File: config.mk
export PLATFORM = sky130hd
export DESIGN_NAME = pipe_stage_hs
export DESIGN_NICKNAME = d
export VERILOG_FILES = /design/src/rtl/osiris_pipe_pkg.sv /design/src/rtl/sat_counter.sv /design/src/rtl/pipe_stage_hs.sv
export SDC_FILE = /design/constraint.sdc
export NUM_CORES = 1
export LEC_CHECK = 0
export ABC_AREA = 1
export CORE_MARGIN = 2
export CORE_UTILIZATION = 55
export CTS_CLUSTER_SIZE = 25
export DETAILED_ROUTE_END_ITERATION = 16
export MAX_ROUTING_LAYER = met4
export PLACE_DENSITY = 0.9
export SYNTH_ARGS = -nofsm -noshare
export SYNTH_HDL_FRONTEND = slang
export SYNTH_HIERARCHICAL = 1
export SYNTH_SLANG_ARGS = --single-unit
File: constraint.sdc
create_clock -name clk -period 2.6 [get_ports clk]
set_input_delay 0.52 -clock clk [delete_from_list [all_inputs] [get_ports clk]]
set_output_delay 0.52 -clock clk [all_outputs]
set_load 0.02 [all_outputs]
File: src/rtl/osiris_pipe_pkg.sv
// Shared types and encodings for the Osiris I pipeline stage boundaries.
package osiris_pipe_pkg;

    typedef enum logic [1:0] {
        ST_EMPTY = 2'd0,
        ST_FULL  = 2'd1,
        ST_SKID  = 2'd2
    } pipe_state_t;

    localparam int CTRL_WIDTH_DEF = 4;

    // result_src field encodings carried in the control payload
    localparam logic [1:0] RESULT_SRC_ALU = 2'b00;
    localparam logic [1:0] RESULT_SRC_MEM = 2'b01;
    localparam logic [1:0] RESULT_SRC_PC4 = 2'b10;

endpackage

File: src/rtl/sat_counter.sv
// Saturating up-counter for performance monitoring; holds at all-ones instead of wrapping.
module sat_counter #(
    parameter int CNT_WIDTH = 16
) (
    input  logic                 clk,
    input  logic                 rst,
    input  logic                 inc,
    output logic [CNT_WIDTH-1:0] count
);

    logic [CNT_WIDTH-1:0] count_q;
    logic [CNT_WIDTH-1:0] count_d;

    always_comb begin
        count_d = count_q;
        if (inc && (count_q != {CNT_WIDTH{1'b1}})) begin
            count_d = count_q + 1'b1;
        end
    end

    always_ff @(posedge clk) begin
        if (rst) begin
            count_q <= '0;
        end else begin
            count_q <= count_d;
        end
    end

    assign count = count_q;

endmodule

File: src/rtl/pipe_stage_hs.sv
// Handshaked pipeline register with flush (control squash), optional 2-entry skid buffer
// and a saturating downstream-stall counter.
module pipe_stage_hs
    import osiris_pipe_pkg::*;
#(
    parameter int DATA_WIDTH = 32,
    parameter int CTRL_WIDTH = CTRL_WIDTH_DEF,
    parameter bit SKID       = 1'b1,
    parameter int CNT_WIDTH  = 16
) (
    input  logic                  clk,
    input  logic                  rst,
    input  logic                  i_valid,
    output logic                  o_ready,
    input  logic [DATA_WIDTH-1:0] i_data,
    input  logic [CTRL_WIDTH-1:0] i_ctrl,
    input  logic                  i_flush,
    output logic                  o_valid,
    input  logic                  i_ready,
    output logic [DATA_WIDTH-1:0] o_data,
    output logic [CTRL_WIDTH-1:0] o_ctrl,
    output logic [CNT_WIDTH-1:0]  o_stall_cnt
);

    pipe_state_t           state_q, state_d;
    logic [DATA_WIDTH-1:0] main_data_q, main_data_d;
    logic [CTRL_WIDTH-1:0] main_ctrl_q, main_ctrl_d;
    logic [DATA_WIDTH-1:0] skid_data_q;
    logic [CTRL_WIDTH-1:0] skid_ctrl_q;
    logic                  valid;
    logic                  in_acc;
    logic                  out_acc;

    assign valid   = (state_q != ST_EMPTY);
    assign in_acc  = i_valid && o_ready;
    assign out_acc = valid && i_ready;

    generate
        if (SKID) begin : g_skid
            logic [DATA_WIDTH-1:0] skid_data_d;
            logic [CTRL_WIDTH-1:0] skid_ctrl_d;

            // Ready depends only on state, so the upstream path sees a flop output.
            assign o_ready = !rst && (state_q != ST_SKID);

            always_comb begin
                skid_data_d = skid_data_q;
                skid_ctrl_d = skid_ctrl_q;
                if (i_flush) begin
                    skid_ctrl_d = '0;
                end else if ((state_q == ST_FULL) && in_acc && !out_acc) begin
                    skid_data_d = i_data;
                    skid_ctrl_d = i_ctrl;
                end
            end

            always_ff @(posedge clk) begin
                if (rst) begin
                    skid_data_q <= '0;
                    skid_ctrl_q <= '0;
                end else begin
                    skid_data_q <= skid_data_d;
                    skid_ctrl_q <= skid_ctrl_d;
                end
            end
        end else begin : g_single
            assign o_ready     = !rst && (!valid || i_ready);
            assign skid_data_q = '0;
            assign skid_ctrl_q = '0;
        end
    endgenerate

    // Flush wins over any handshake; data is left in place, only control is squashed.
    always_comb begin
        state_d     = state_q;
        main_data_d = main_data_q;
        main_ctrl_d = main_ctrl_q;
        if (i_flush) begin
            state_d     = ST_EMPTY;
            main_ctrl_d = '0;
        end else begin
            case (state_q)
                ST_EMPTY: begin
                    if (in_acc) begin
                        state_d     = ST_FULL;
                        main_data_d = i_data;
                        main_ctrl_d = i_ctrl;
                    end
                end
                ST_FULL: begin
                    if (in_acc && out_acc) begin
                        main_data_d = i_data;
                        main_ctrl_d = i_ctrl;
                    end else if (in_acc) begin
                        state_d = ST_SKID;
                    end else if (out_acc) begin
                        state_d = ST_EMPTY;
                    end
                end
                ST_SKID: begin
                    if (out_acc) begin
                        state_d     = ST_FULL;
                        main_data_d = skid_data_q;
                        main_ctrl_d = skid_ctrl_q;
                    end
                end
                default: state_d = ST_EMPTY;
            endcase
        end
    end

    always_ff @(posedge clk) begin
        if (rst) begin
            state_q     <= ST_EMPTY;
            main_data_q <= '0;
            main_ctrl_q <= '0;
        end else begin
            state_q     <= state_d;
            main_data_q <= main_data_d;
            main_ctrl_q <= main_ctrl_d;
        end
    end

    assign o_valid = valid;
    assign o_data  = main_data_q;
    assign o_ctrl  = valid ? main_ctrl_q : '0;

    sat_counter #(
        .CNT_WIDTH (CNT_WIDTH)
    ) u_stall_cnt (
        .clk   (clk),
        .rst   (rst),
        .inc   (valid && !i_ready),
        .count (o_stall_cnt)
    );

endmodule
Word-level counts from Yosys, hierarchy flattened
Cells that the tools add are included.
- logic and storage cells: 51
- input port bits: 41
- register bits: 90
- output and inout port bits: 54
- reductions and logical operators: 19
- add/sub/neg operators: 1
- muxes and demuxes: 15
- eq/ne operators: 9
- bitwise gates (word level): 1
- operators by type and width (cell ; count):
    $mux W32 ; 3
    $pmux W32 S3 ; 1
    $add A16 B1 Y16 const B ; 1
    $mux W4 ; 4
    $ne A16 B16 Y1 const B ; 1
    $pmux W4 S3 ; 1
    $mux W2 ; 5
    $logic_and A1 B1 Y1 ; 8
    $ne A2 B2 Y1 const B ; 4
    $reduce_and A4 Y1 ; 2
    $pmux W2 S3 ; 1
    $reduce_and A5 Y1 ; 1
    $logic_not A1 Y1 ; 3
    $ne A3 B3 Y1 const B ; 1
    $reduce_bool A3 Y1 ; 1
    $eq A2 B1 Y1 const B ; 1
    $eq A2 B2 Y1 const B ; 1
    $logic_not A2 Y1 ; 1
    $ne A2 B1 Y1 const B ; 1
    $reduce_and A2 Y1 ; 1
    $reduce_bool A2 Y1 ; 1
    $reduce_or A2 Y1 ; 1
    $not A1 Y1 ; 1

Longest topological paths before layout
- depth in word-level cells: 6
- gate-level depth with buffers: 14
- depth with buffers taken out: 11

By module
The synthesis kept the hierarchy.
- modules (own cells, without submodules) (module ; instances ; cells each ; sequential area each (sq um) ; area each (sq um)):
    pipe_stage_hs ; 1 ; 640 ; 1481.4 ; 3995.1
    sat_counter ; 1 ; 149 ; 320.3 ; 929.6

Worst setup path after synthesis
Ideal clock, no wire load.
- kind: register to register
- from: register state_q[1]
- to: register u_stall_cnt.count_q[13], in the netlist u_stall_cnt/count[13]
- clock period less this slack: 1864 ps
- library setup time: 115 ps
- data required time: 2485 ps
- setup slack: 736 ps
- path buffers: 3
- stages on the path, launching flop included: 14
- arrival: 1748 ps
- cell sequence: dfxtp_1 > buf_6 > inv_2 > nand2_1 > nand2_1 > buf_2 > inv_1 > buf_2 > nand3_1 > or2_0 > nor2_1 > nand3_1 > nand2_1 > nor2_1
- longest elaborated chain between the ends: 3
- RTL lines (element ; RTL line ; text):
    from (decl) ; pipe_stage_hs.sv:25 ; pipe_state_t state_q, state_d;
    from (signal assigned) ; pipe_stage_hs.sv:118 ; state_q <= state_d;
    $reduce_bool A2 Y1 ; pipe_stage_hs.sv:34 ; assign valid = (state_q != ST_EMPTY);
    named net o_valid ; pipe_stage_hs.sv:18 ; output logic o_valid,
    $logic_and A1 B1 Y1 ; pipe_stage_hs.sv:133 ; .inc (valid && !i_ready),
    $logic_and A1 B1 Y1 ; sat_counter.sv:16 ; if (inc && (count_q != {CNT_WIDTH{1'b1}})) begin
    to (signal assigned) ; sat_counter.sv:25 ; count_q <= count_d;
    to (decl) ; sat_counter.sv:11 ; logic [CNT_WIDTH-1:0] count_q;
The timed path passes the listed nets, and every way through them passes these cells.
A chain may end at the register's enable or synchronous reset.

Worst setup path in the final report
- from: register state_q[1]
- to: output o_ctrl[1]
- longest elaborated chain between the ends: 2
- RTL lines (element ; RTL line ; text):
    $reduce_bool A2 Y1 ; pipe_stage_hs.sv:34 ;
    $mux W4 ; pipe_stage_hs.sv:126 ; assign o_ctrl = valid ? main_ctrl_q : '0;
    to (decl) ; pipe_stage_hs.sv:21 ; output logic [CTRL_WIDTH-1:0] o_ctrl,
No other way between the ends.

==> results.md <==
* Pwr per Cell Area at 491.9 nW/um^2
* 1st-iter DRT viols at 267
* Layout area overhead at 24.80%
* Via/cell ratio at 4.984
* Ys flop type: dfxtp_1
* P_sw at 735.0 uW
* Clock root buffer: clkbuf_8
* Final Non-Filler Cells at 972
* Number of max-cap violations at 0
* Largest stage delay, worst path at 0.61 ns
* WL per Instance at 11.84 um
* Area of the mapped netlist at 4925 um^2
* Antenna cells at 0
* FILL cells at 722
* Minimum hold slack at 0.4691 ns
* Skew-Pair Late Insertion Delay at 0.36 ns
* Initial antenna violation count at 0
* P_int at 2.288 mW
* Status: complete, no violations
* Slowest-stage cell, CP: clkdlybuf4s50_1
* Final Setup Violations at 0
* Worst path cell trace: inv_2 > nand2_1 > inv_1 > nor2_1 > clkdlybuf4s50_1
* PortBufs at 94
* Vias in the first global route at 4383
* Dpl cells at 956
* Worst r2r src: state_q[0]
* # rows at 34
* Initial Util at 56.47%
* Clock network power share at 39.2%
* Fin crit share at 89.26%
* H-tree levels at 3
* Core Area at 8721 um^2
* Seq pwr share at 47.2%
* First-pass GRT wire length at 19580 um
* End-of-flow core utilization at 70.47%
* PostCTS Resize Cnt at 0
* DRC Markers at 0
* Setup TNS at 0 ns
* Syn nets at 831
* Tot GR Track Use at 24.86%
* Pleak at 2.837 nW
* Sink Count at 90
* Post-synth top area cell: dfxtp_1
* Unrepaired setup endpoints after global routing: no
* Crit path launch type: flip-flop
* Critical Path Start: state_q[1]
* Async SR Flop Fraction at 0%
* Hold wc startpoint: main_ctrl_q[1]
* Fmax at 0.4309 GHz
* Routed via count at 4844
* Hold/Removal Path Class: reg2reg
* Synth area leaders: dfxtp_1 (37%), nand2_1 (17%), inv_1 (8.9%)
* Most common cell in the synthesized netlist: nand2_1
* Final Net Count at 901
* CP Capture Type: output port
* Logic pwr share at 13.6%
* Routed Antenna Nets at 0
* Num CTS Buffers at 9
* Max Slew Vio Count at 0
* Worst EP required at 2.08 ns
* Mapped Cells at 789
* Routed WL at 11500 um
* Slew HR at 64.70%
* Peak supply drop at 298.1 uV
* Fin. Hold Viols at 0
* Library cells used by synthesis at 27
* Placer Congestion at 0.8731
* Number of placed I/O pins at 95
* Critical path data arrival time at 1.80 ns
* Final Cell Area at 6146 um^2
* Syn Area/Cell at 6.242 um^2
* GRT overflow at 0
* Share of cells above drive strength 1 at 5.787%
* Tightest Pin Transition at 0.5289 ns
* Yosys reg bits at 90
* Critical path type: reg2out
* EDFF count, synth at 0
* Die ar. at 9727 um^2
* Post-CTS Setup Inserts at 0
* Post-DP HPWL at 7410 um
* Yosys top cell area share at 36.59%
* Die Wd at 98.63 um
* Commonest cells post-synth: nand2_1 (229), inv_1 (117), nor2_1 (113)
* Largest net degree at the start of global routing at 66
* Register area share after synthesis at 36.59%
* Syn. warnings at 6
* Die height at 98.63 um
* CTS Hold Buffers Added at 0
* CTS tree: done
* Clock slew at reported path FFs at 0.08 ns
* CP Max Fanout at 4
* First drt pass iteration count at 5
* Clk buf depth at 2
* Post-DP Area at 5893 um^2
* Fin crit period at 2.321 ns
* Switching Share at 24.31%
* Fin Clk Skew at 0.008174 ns
[placed cells by master (no fill, tap or decap)]
cell and n:
nor2_1 113, nor2_4 3, a21oi_1 45, bufinv_16 3, ha_1 1, nand2_1 229
o211a_1 1, o21ai_0 4, nor2_2 10, nand3b_1 32, nor2_8 1, dfxtp_1 90
nand3_1 51, or2_0 1, nor3_1 1, nand4_2 1, buf_4 10, clkbuf_8 11
nand4_1 35, buf_12 3, inv_2 4, clkinvlp_4 1, nand2_4 1, inv_1 116
clkdlybuf4s50_1 94, nand2_2 2, clkbuf_1 1
[worst max-delay path: cells and delay by family, from the launching register on]
kind | cells | cell delay, ns
buffers and inverters | 3 | 0.78
DFF | 1 | 0.44
and+or+nand+nor | 2 | 0.22
[per-layer routing]
layer | GRT usage [%] | wire length [um] | vias to the layer above
li1 | - | - | 2570
met1 | 32.12 | 5381 | 2140
met2 | 39.46 | 5468 | 116
met3 | 3.050 | 448 | 18
met4 | 10.64 | 206 | 0
met5 | - | 0 | -
[path summary, 6_finish.rpt]
kind	endpoint	slack, ns	depth (start not counted)
max	o_ctrl[1]	0.28	5
min	main_ctrl_q[1]	0.47	2
max reg2reg	o_data[25]	0.76	9
min reg2reg	main_ctrl_q[1]	0.47	2
[final cells by class]
cell class	count	area, um^2	share of cell area (%)
multi-input cells	531	2430	39.54
clock buffers	12	155.1	2.524
flip-flops and latches	90	1802	29.32
inverters	120	450.4	7.329
repair buffers	107	1076	17.51
clock inverters	4	97.59	1.588
well taps	108	135.1	2.199
[metrics by stage]
step	setup WS [ns]	total power [mW]
after floorplan	0.7364	1.698
after global placement	0.3689	1.864
after detailed placement	0.3469	1.869
after CTS	0.2884	3.035
after global routing	0.2052	3.146
final	0.2792	3.023
[cell families (layout without fill, tap and decap cells)]
kind of cell             count (synthesis)  count (layout)  share of synthesized area [%]
AND/OR/NAND/NOR                        480             480                          43.80
buffers and inverters                  168             243                          14.18
flip-flops                              90              90                          36.59
AO/OA/AOI/OAI                           50              50                          5.183
adder cells (fa/ha/maj)                  1               1                         0.2540
[power groups by stage]
stage                     Clock [mW]  Sequential, mW  Combinational, mW
final                           1.18            1.43              0.411
after floorplan                    0            1.49              0.206
after CTS                       1.20            1.43              0.412
after detailed placement           0            1.46              0.409
after global routing            1.26            1.43              0.459
after global placement             0            1.46              0.404
[flip-flops by register name, indices dropped and copies added, names as in the netlist]
signal / flops
skid_data_q: 32
main_ctrl_q: 4
state_q: 2
o_data: 32
skid_ctrl_q: 4
u_stall_cnt/count: 16
Power figures use the tool's default switching activity.
